===== config.mk =====
export PLATFORM = sky130hd
export DESIGN_NAME = axis_frame_gen_m
export DESIGN_NICKNAME = d
export VERILOG_FILES = /design/src/rtl/axis_frame_gen_m_pkg.sv /design/src/rtl/axis_frame_gen_m_pattern_word.sv /design/src/rtl/axis_frame_gen_m.sv
export SDC_FILE = /design/constraint.sdc
export NUM_CORES = 1
export LEC_CHECK = 0
export CAP_MARGIN = 40
export CORE_MARGIN = 8
export CORE_UTILIZATION = 58
export CTS_BUF_LIST = sky130_fd_sc_hd__clkbuf_8
export CTS_CLUSTER_DIAMETER = 80
export CTS_CLUSTER_SIZE = 20
export DETAILED_ROUTE_END_ITERATION = 16
export PLACE_DENSITY = 0.82
export SLEW_MARGIN = 5
export SYNTH_ARGS = -nofsm -noshare
export SYNTH_HDL_FRONTEND = slang
export SYNTH_SLANG_ARGS = --single-unit

===== constraint.sdc =====
create_clock -name M_AXIS_ACLK -period 2.68 [get_ports M_AXIS_ACLK]
set_input_delay 0.536 -clock M_AXIS_ACLK [delete_from_list [all_inputs] [get_ports M_AXIS_ACLK]]
set_output_delay 0.536 -clock M_AXIS_ACLK [all_outputs]
set_load 0.05 [all_outputs]

===== src/rtl/axis_frame_gen_m_pkg.sv =====
// Shared types and constants for the AXI4-Stream frame generator:
// FSM encoding, pattern modes, PRBS seed/taps and a width helper.
package axis_gen_pkg;

    typedef enum logic [1:0] {
        IDLE = 2'd0,
        FGAP = 2'd1,
        SEND = 2'd2,
        LGAP = 2'd3
    } state_e;

    localparam logic [1:0] MODE_CNT  = 2'd0;
    localparam logic [1:0] MODE_LINE = 2'd1;
    localparam logic [1:0] MODE_CHK  = 2'd2;
    localparam logic [1:0] MODE_PRBS = 2'd3;

    // Galois taps for x^32 + x^22 + x^2 + x + 1 in a right-shifting register
    localparam logic [31:0] LFSR_SEED = 32'hACE1_2468;
    localparam logic [31:0] LFSR_TAPS = 32'h8020_0003;

    // Bits needed to index 'value' distinct items (at least 1)
    function automatic int clogb2(input int value);
        int bits;
        bits = 0;
        for (int i = 0; i < 31; i++) begin
            if ((1 << i) < value) bits = i + 1;
        end
        return (bits < 1) ? 1 : bits;
    endfunction

endpackage


===== src/rtl/axis_frame_gen_m_pattern_word.sv =====
// 32-bit pattern word selector with the PRBS register that feeds mode 3.
module axis_pattern_word
    import axis_gen_pkg::*;
#(
    parameter int BEAT_W      = 2,
    parameter int FRAME_CNT_W = 4
) (
    input  logic                   clk,
    input  logic                   rst_n,
    input  logic                   advance,
    input  logic                   reseed,
    input  logic [1:0]             mode,
    input  logic [FRAME_CNT_W-1:0] frame_cnt,
    input  logic [11:0]            line,
    input  logic [BEAT_W-1:0]      beat,
    output logic [31:0]            word
);

    logic [31:0] lfsr_q;
    logic [31:0] lfsr_d;

    // Reseed wins over advance so the first beat of a frame always shows the seed
    always_comb begin
        lfsr_d = lfsr_q;
        if (reseed) begin
            lfsr_d = LFSR_SEED;
        end else if (advance) begin
            lfsr_d = (lfsr_q >> 1) ^ (lfsr_q[0] ? LFSR_TAPS : 32'h0);
        end
    end

    always_ff @(posedge clk) begin
        if (!rst_n) lfsr_q <= LFSR_SEED;
        else        lfsr_q <= lfsr_d;
    end

    always_comb begin
        word = 32'h0;
        case (mode)
            MODE_CNT:  word = {4'(frame_cnt), line, 16'(beat)};
            MODE_LINE: word = {20'h0, line};
            MODE_CHK:  word = (beat[0] ^ line[0]) ? 32'hFFFF_FFFF : 32'h0;
            MODE_PRBS: word = lfsr_q;
            default:   word = 32'h0;
        endcase
    end

endmodule


===== src/rtl/axis_frame_gen_m.sv =====
// AXI4-Stream video test-pattern master: whole frames of lines with SOF on
// TUSER, EOL on TLAST, programmable line/frame gaps and four data patterns.
module axis_frame_gen_m
    import axis_gen_pkg::*;
#(
    parameter int C_M_AXIS_TDATA_WIDTH = 32,
    parameter int PIXELS_PER_BEAT      = 4,
    parameter int PIXELS_HORIZONTAL    = 1280,
    parameter int PIXELS_VERTICAL      = 1024,
    parameter int LINE_GAP             = 3,
    parameter int FRAME_GAP            = 1000,
    parameter int FRAME_CNT_W          = 4
) (
    input  logic                              M_AXIS_ACLK,
    input  logic                              M_AXIS_ARESETN,
    input  logic                              enable,
    input  logic [1:0]                        mode,
    output logic                              M_AXIS_TVALID,
    output logic [C_M_AXIS_TDATA_WIDTH-1:0]   M_AXIS_TDATA,
    output logic [C_M_AXIS_TDATA_WIDTH/8-1:0] M_AXIS_TSTRB,
    output logic                              M_AXIS_TLAST,
    output logic                              M_AXIS_TUSER,
    input  logic                              M_AXIS_TREADY,
    output logic                              frame_done,
    output logic [FRAME_CNT_W-1:0]            frame_cnt,
    output logic                              busy
);

    localparam int BEATS_PER_LINE = PIXELS_HORIZONTAL / PIXELS_PER_BEAT;
    localparam int BEAT_W         = clogb2(BEATS_PER_LINE);
    localparam int GAP_MAX        = (LINE_GAP > FRAME_GAP) ? LINE_GAP : FRAME_GAP;
    localparam int GAP_W          = (clogb2(GAP_MAX + 1) > 11) ? clogb2(GAP_MAX + 1) : 11;
    localparam int N_WORDS        = C_M_AXIS_TDATA_WIDTH / 32;

    localparam logic [BEAT_W-1:0] LAST_BEAT = BEAT_W'(BEATS_PER_LINE - 1);
    localparam logic [11:0]       LAST_LINE = 12'(PIXELS_VERTICAL - 1);
    localparam logic [GAP_W-1:0]  LGAP_LOAD = GAP_W'((LINE_GAP > 0) ? LINE_GAP - 1 : 0);
    localparam logic [GAP_W-1:0]  FGAP_LOAD = GAP_W'((FRAME_GAP > 0) ? FRAME_GAP - 1 : 0);

    state_e                 state_q, state_d;
    logic [BEAT_W-1:0]      beat_q, beat_d;
    logic [11:0]            line_q, line_d;
    logic [GAP_W-1:0]       gap_q, gap_d;
    logic [1:0]             mode_q, mode_d;
    logic [FRAME_CNT_W-1:0] frame_cnt_q, frame_cnt_d;
    logic                   tvalid_q, tvalid_d;
    logic                   tlast_q, tlast_d;
    logic                   tuser_q, tuser_d;
    logic                   busy_q, busy_d;
    logic                   xfer, frame_end, frame_start;
    logic [31:0]            pat_word;

    // Handshake: a beat moves when TVALID & TREADY at a rising edge; once
    // TVALID is up it stays up with TDATA/TLAST/TUSER frozen until it moves.
    assign xfer      = tvalid_q & M_AXIS_TREADY;
    assign frame_end = xfer & (beat_q == LAST_BEAT) & (line_q == LAST_LINE);

    always_comb begin
        state_d     = state_q;
        beat_d      = beat_q;
        line_d      = line_q;
        gap_d       = gap_q;
        mode_d      = mode_q;
        frame_cnt_d = frame_cnt_q;
        frame_start = 1'b0;
        case (state_q)
            IDLE: begin
                if (enable) begin
                    mode_d      = mode;
                    line_d      = 12'd0;
                    beat_d      = '0;
                    frame_start = 1'b1;
                    gap_d       = FGAP_LOAD;
                    state_d     = (FRAME_GAP == 0) ? SEND : FGAP;
                end
            end
            FGAP, LGAP: begin
                if (gap_q == '0) state_d = SEND;
                else             gap_d   = gap_q - 1'b1;
            end
            SEND: begin
                if (xfer) begin
                    if (beat_q == LAST_BEAT) begin
                        beat_d = '0;
                        if (line_q == LAST_LINE) begin
                            line_d      = 12'd0;
                            frame_cnt_d = frame_cnt_q + 1'b1;
                            if (enable) begin
                                mode_d      = mode;
                                frame_start = 1'b1;
                                gap_d       = FGAP_LOAD;
                                state_d     = (FRAME_GAP == 0) ? SEND : FGAP;
                            end else begin
                                state_d = IDLE;
                            end
                        end else begin
                            line_d  = line_q + 12'd1;
                            gap_d   = LGAP_LOAD;
                            state_d = (LINE_GAP == 0) ? SEND : LGAP;
                        end
                    end else begin
                        beat_d = beat_q + 1'b1;
                    end
                end
            end
            default: state_d = IDLE;
        endcase
        // Qualifiers are derived from next state so they register alongside it
        tvalid_d = (state_d == SEND);
        tlast_d  = (state_d == SEND) && (beat_d == LAST_BEAT);
        tuser_d  = (state_d == SEND) && (line_d == 12'd0) && (beat_d == '0);
        busy_d   = (state_d != IDLE);
    end

    always_ff @(posedge M_AXIS_ACLK) begin
        if (!M_AXIS_ARESETN) begin
            state_q     <= IDLE;
            beat_q      <= '0;
            line_q      <= 12'd0;
            gap_q       <= '0;
            mode_q      <= MODE_CNT;
            frame_cnt_q <= '0;
            tvalid_q    <= 1'b0;
            tlast_q     <= 1'b0;
            tuser_q     <= 1'b0;
            busy_q      <= 1'b0;
        end else begin
            state_q     <= state_d;
            beat_q      <= beat_d;
            line_q      <= line_d;
            gap_q       <= gap_d;
            mode_q      <= mode_d;
            frame_cnt_q <= frame_cnt_d;
            tvalid_q    <= tvalid_d;
            tlast_q     <= tlast_d;
            tuser_q     <= tuser_d;
            busy_q      <= busy_d;
        end
    end

    axis_pattern_word #(
        .BEAT_W      (BEAT_W),
        .FRAME_CNT_W (FRAME_CNT_W)
    ) u_pattern (
        .clk       (M_AXIS_ACLK),
        .rst_n     (M_AXIS_ARESETN),
        .advance   (xfer),
        .reseed    (frame_start),
        .mode      (mode_q),
        .frame_cnt (frame_cnt_q),
        .line      (line_q),
        .beat      (beat_q),
        .word      (pat_word)
    );

    assign M_AXIS_TVALID = tvalid_q;
    assign M_AXIS_TDATA  = {N_WORDS{pat_word}};
    assign M_AXIS_TSTRB  = '1;
    assign M_AXIS_TLAST  = tlast_q;
    assign M_AXIS_TUSER  = tuser_q;
    assign frame_done    = frame_end;
    assign frame_cnt     = frame_cnt_q;
    assign busy          = busy_q;

endmodule


==> results.cfg <==
[yosys]
synth_xor_area_frac = 0.0244
yosys.area_share.simple = 0.282
synth_top_family_by_area = simple AND/OR/NAND/NOR gates
synth_enable_flop_cells = 0
seq_area_frac_synth = 0.353
syn_inst = 533
yosysUniqueCellTypes = 69
synth_ff_type = dfxtp_1
netlist_area_um2 = 4310
synth-seq-cells = 76
synth_top_cell_area_share = 0.353
yosys.area.top_type = dfxtp_1
async_reset_ff_frac = 0
yosys-top-cells-area = dfxtp_1 (35%), nand2_1 (7.9%), mux4_2 (4.2%)
yosysWarnings = 0
avgSynthCellArea_um2 = 8.09
synth-compound-area-share = 0.210
muxShareOfSynthArea = 0.0604
synth_fa_ha_area_frac = 0.0116

[routing]
drcViolationCount = 0
wl_mm = 13.5
final_antenna_net_count = 0
wire_per_inst_um = 18.8
drt_iter0_markers = 445
avgViaCountPerCell = 6.25
routed-via-count = 4465
drt-pass1-iter-count = 6

[critical_path]
worstSetupPathType = reg -> out
crit_arrival_ns = 2.03
critical_path.max_fanout = 22
critical_path.startpoint = line_q[0]
cp-start-kind = register
r2r_start = gap_q[0]
cp.required_ns = 2.14
critPathCaptureType = primary output
reg2reg_to = M_AXIS_TUSER
reg2reg_slack_ns = 0.12
reg2reg_depth = 8

[place]
dp.final_hpwl_mm = 9.83
gp_congestion = 0.974
portBuffers = 46
dpl_cell_area_um2 = 5380

[grt]
grt_pass1_wl_mm = 22.0
grt_max_degree = 33
grt_pass1_vias = 4264
grt.overflow.total = 0
antenna_found_initial = 0
grt_usage = 0.273

[flow_run]
maxCapViolations = 0

[layout]
drive_gt1_frac = 0.223
final_nets = 620
mostFrequentLayoutCell = nand2_1
area_growth_pct = 30.2
final_cell_mix = nand2_1 (91), dfxtp_1 (74), buf_4 (68)
design_area_um2 = 5610
diodes = 0

[die]
num_rows = 31
die_w_um = 102
initial_core_util = 0.597
die_y_um = 102
die_area_um2 = 10400
num_io_pins = 51
core_area_um2 = 7210

[pwr]
p_per_area_nw_per_um2 = 461
peakVddDrop_mv = 0.395
p_total_mw = 2.58
power_leakage_nw = 2.21

[clocking]
h-tree-depth = 3
cts_tree = built
clock_path_buffers = 2
numCtsBuffers = 9
clock_latency_ns = 0.35
clock-sinks = 76
cts_hold_buffers = 0
root_buffer = clkbuf_8
cts.clk_slew.worst_paths_ns = 0.08

[timing]
worst_slew_pin_slew_ns = 0.590
max_freq_mhz = 390
setup_tns_ns = 0
rsz0062_at_grt = false
skew_ns = 0.0104
setup_viol = 0
fin_crit_ns = 2.57
hold_viol = 0
fin_crit_sh = 0.958
relSlewSlack = 0.602
final_max_slew_viol_count = 0

[min_path]
holdPathStages = 2
hold_class = reg -> reg
min-delay-start = u_pattern.lfsr_q[31]
whs_endpoint = u_pattern.lfsr_q[30]

[outcome]
outcome = completed
-- critical path, stage by stage (launching register included) --
cell     delay, ns
dfxtp_1       0.35
buf_4         0.18
xor2_4        0.21
and3_1        0.19
buf_4         0.20
a311o_1       0.38
buf_12        0.16
-- how the worst max path moves through the flow --
stage | slack (ns) | endpoint | depth (start not counted)
finish | 0.11 | M_AXIS_TDATA[27] | 6
global route | 0.01 | M_AXIS_TUSER | 8
CTS | 0.008 | frame_done | 5
detailed placement | -0.16 | M_AXIS_TUSER | 8
global placement | -0.1 | M_AXIS_TUSER | 7
floorplan | 0.16 | frame_done | 4
-- where the power goes --
group          total (mW)  switching, mW  internal [mW]
Combinational       0.480          0.279          0.200
Sequential           1.21         0.0448           1.17
Clock               0.892          0.438          0.454
-- kinds of logic after synthesis --
kind of cell,Yosys count
xor+xnor,12
simple gates,242
buf+inv,55
flops,76
mux,16
compound gates,127
fa+ha+maj,4
other cells,1
-- cell usage after synthesis, drive strengths merged, types with 6 or more instances --
master and n:
a21o 6, a21oi 28, a221o 12, a31oi 7, and2 18, buf 19, clkbuf 24, dfxtp 76
inv 10, mux2i 8, mux4 8, nand2 92, nand3 24, nand4 9, nor2 41, nor3 8
nor4 10, o21a 9, o21ai 23, or3 6, xnor2 7
-- what timing repair did --
item | 4_1_cts | 5_1_grt
endpoints found under the setup margin | 18 | 21
buffers inserted | 0 | 0
hold endpoints to repair | 0 | 0
cloned | 0 | 0
gates resized for setup | 1 | 6
-- registers in the layout (all words and copies together), names as in the netlist --
| name | flops |
|---|---|
| beat_q | 9 |
| state_q | 2 |
| gap_q | 11 |
| M_AXIS_TVALID | 1 |
| frame_cnt | 4 |
| M_AXIS_TLAST | 1 |
| mode_q | 2 |
| busy | 1 |
| u_pattern.lfsr_q | 32 |
| M_AXIS_TUSER | 1 |
| line_q | 12 |
-- per-layer routing --
layer	GRT usage	up-vias	part of all wire
met5	0	-	0
met4	0.138	0	0.027
met3	0.0674	36	0.091
met2	0.427	247	0.47
met1	0.340	2109	0.41
li1	-	2073	-
-- layout make-up --
type,instances,area [um2]
repair buffers,106,1140
inverters,12,45.0
fillers,504,1600
well taps,99,124
multi-input cells,405,2570
clock inverters,6,65.1
clock buffers,10,138
flip-flops and latches,76,1520
-- through the flow --
stage	setup slack, ns	utilization	cells	hold slack, ns
after floorplan	0.157	-	536	0.422
after global placement	-0.0975	0.746	698	0.442
after detailed placement	-0.159	0.746	698	0.463
after CTS	0.00827	0.775	714	0.475
after global routing	0.0126	0.778	714	0.481
final	0.113	0.778	714	0.475
(Power assumes the default switching activity.)
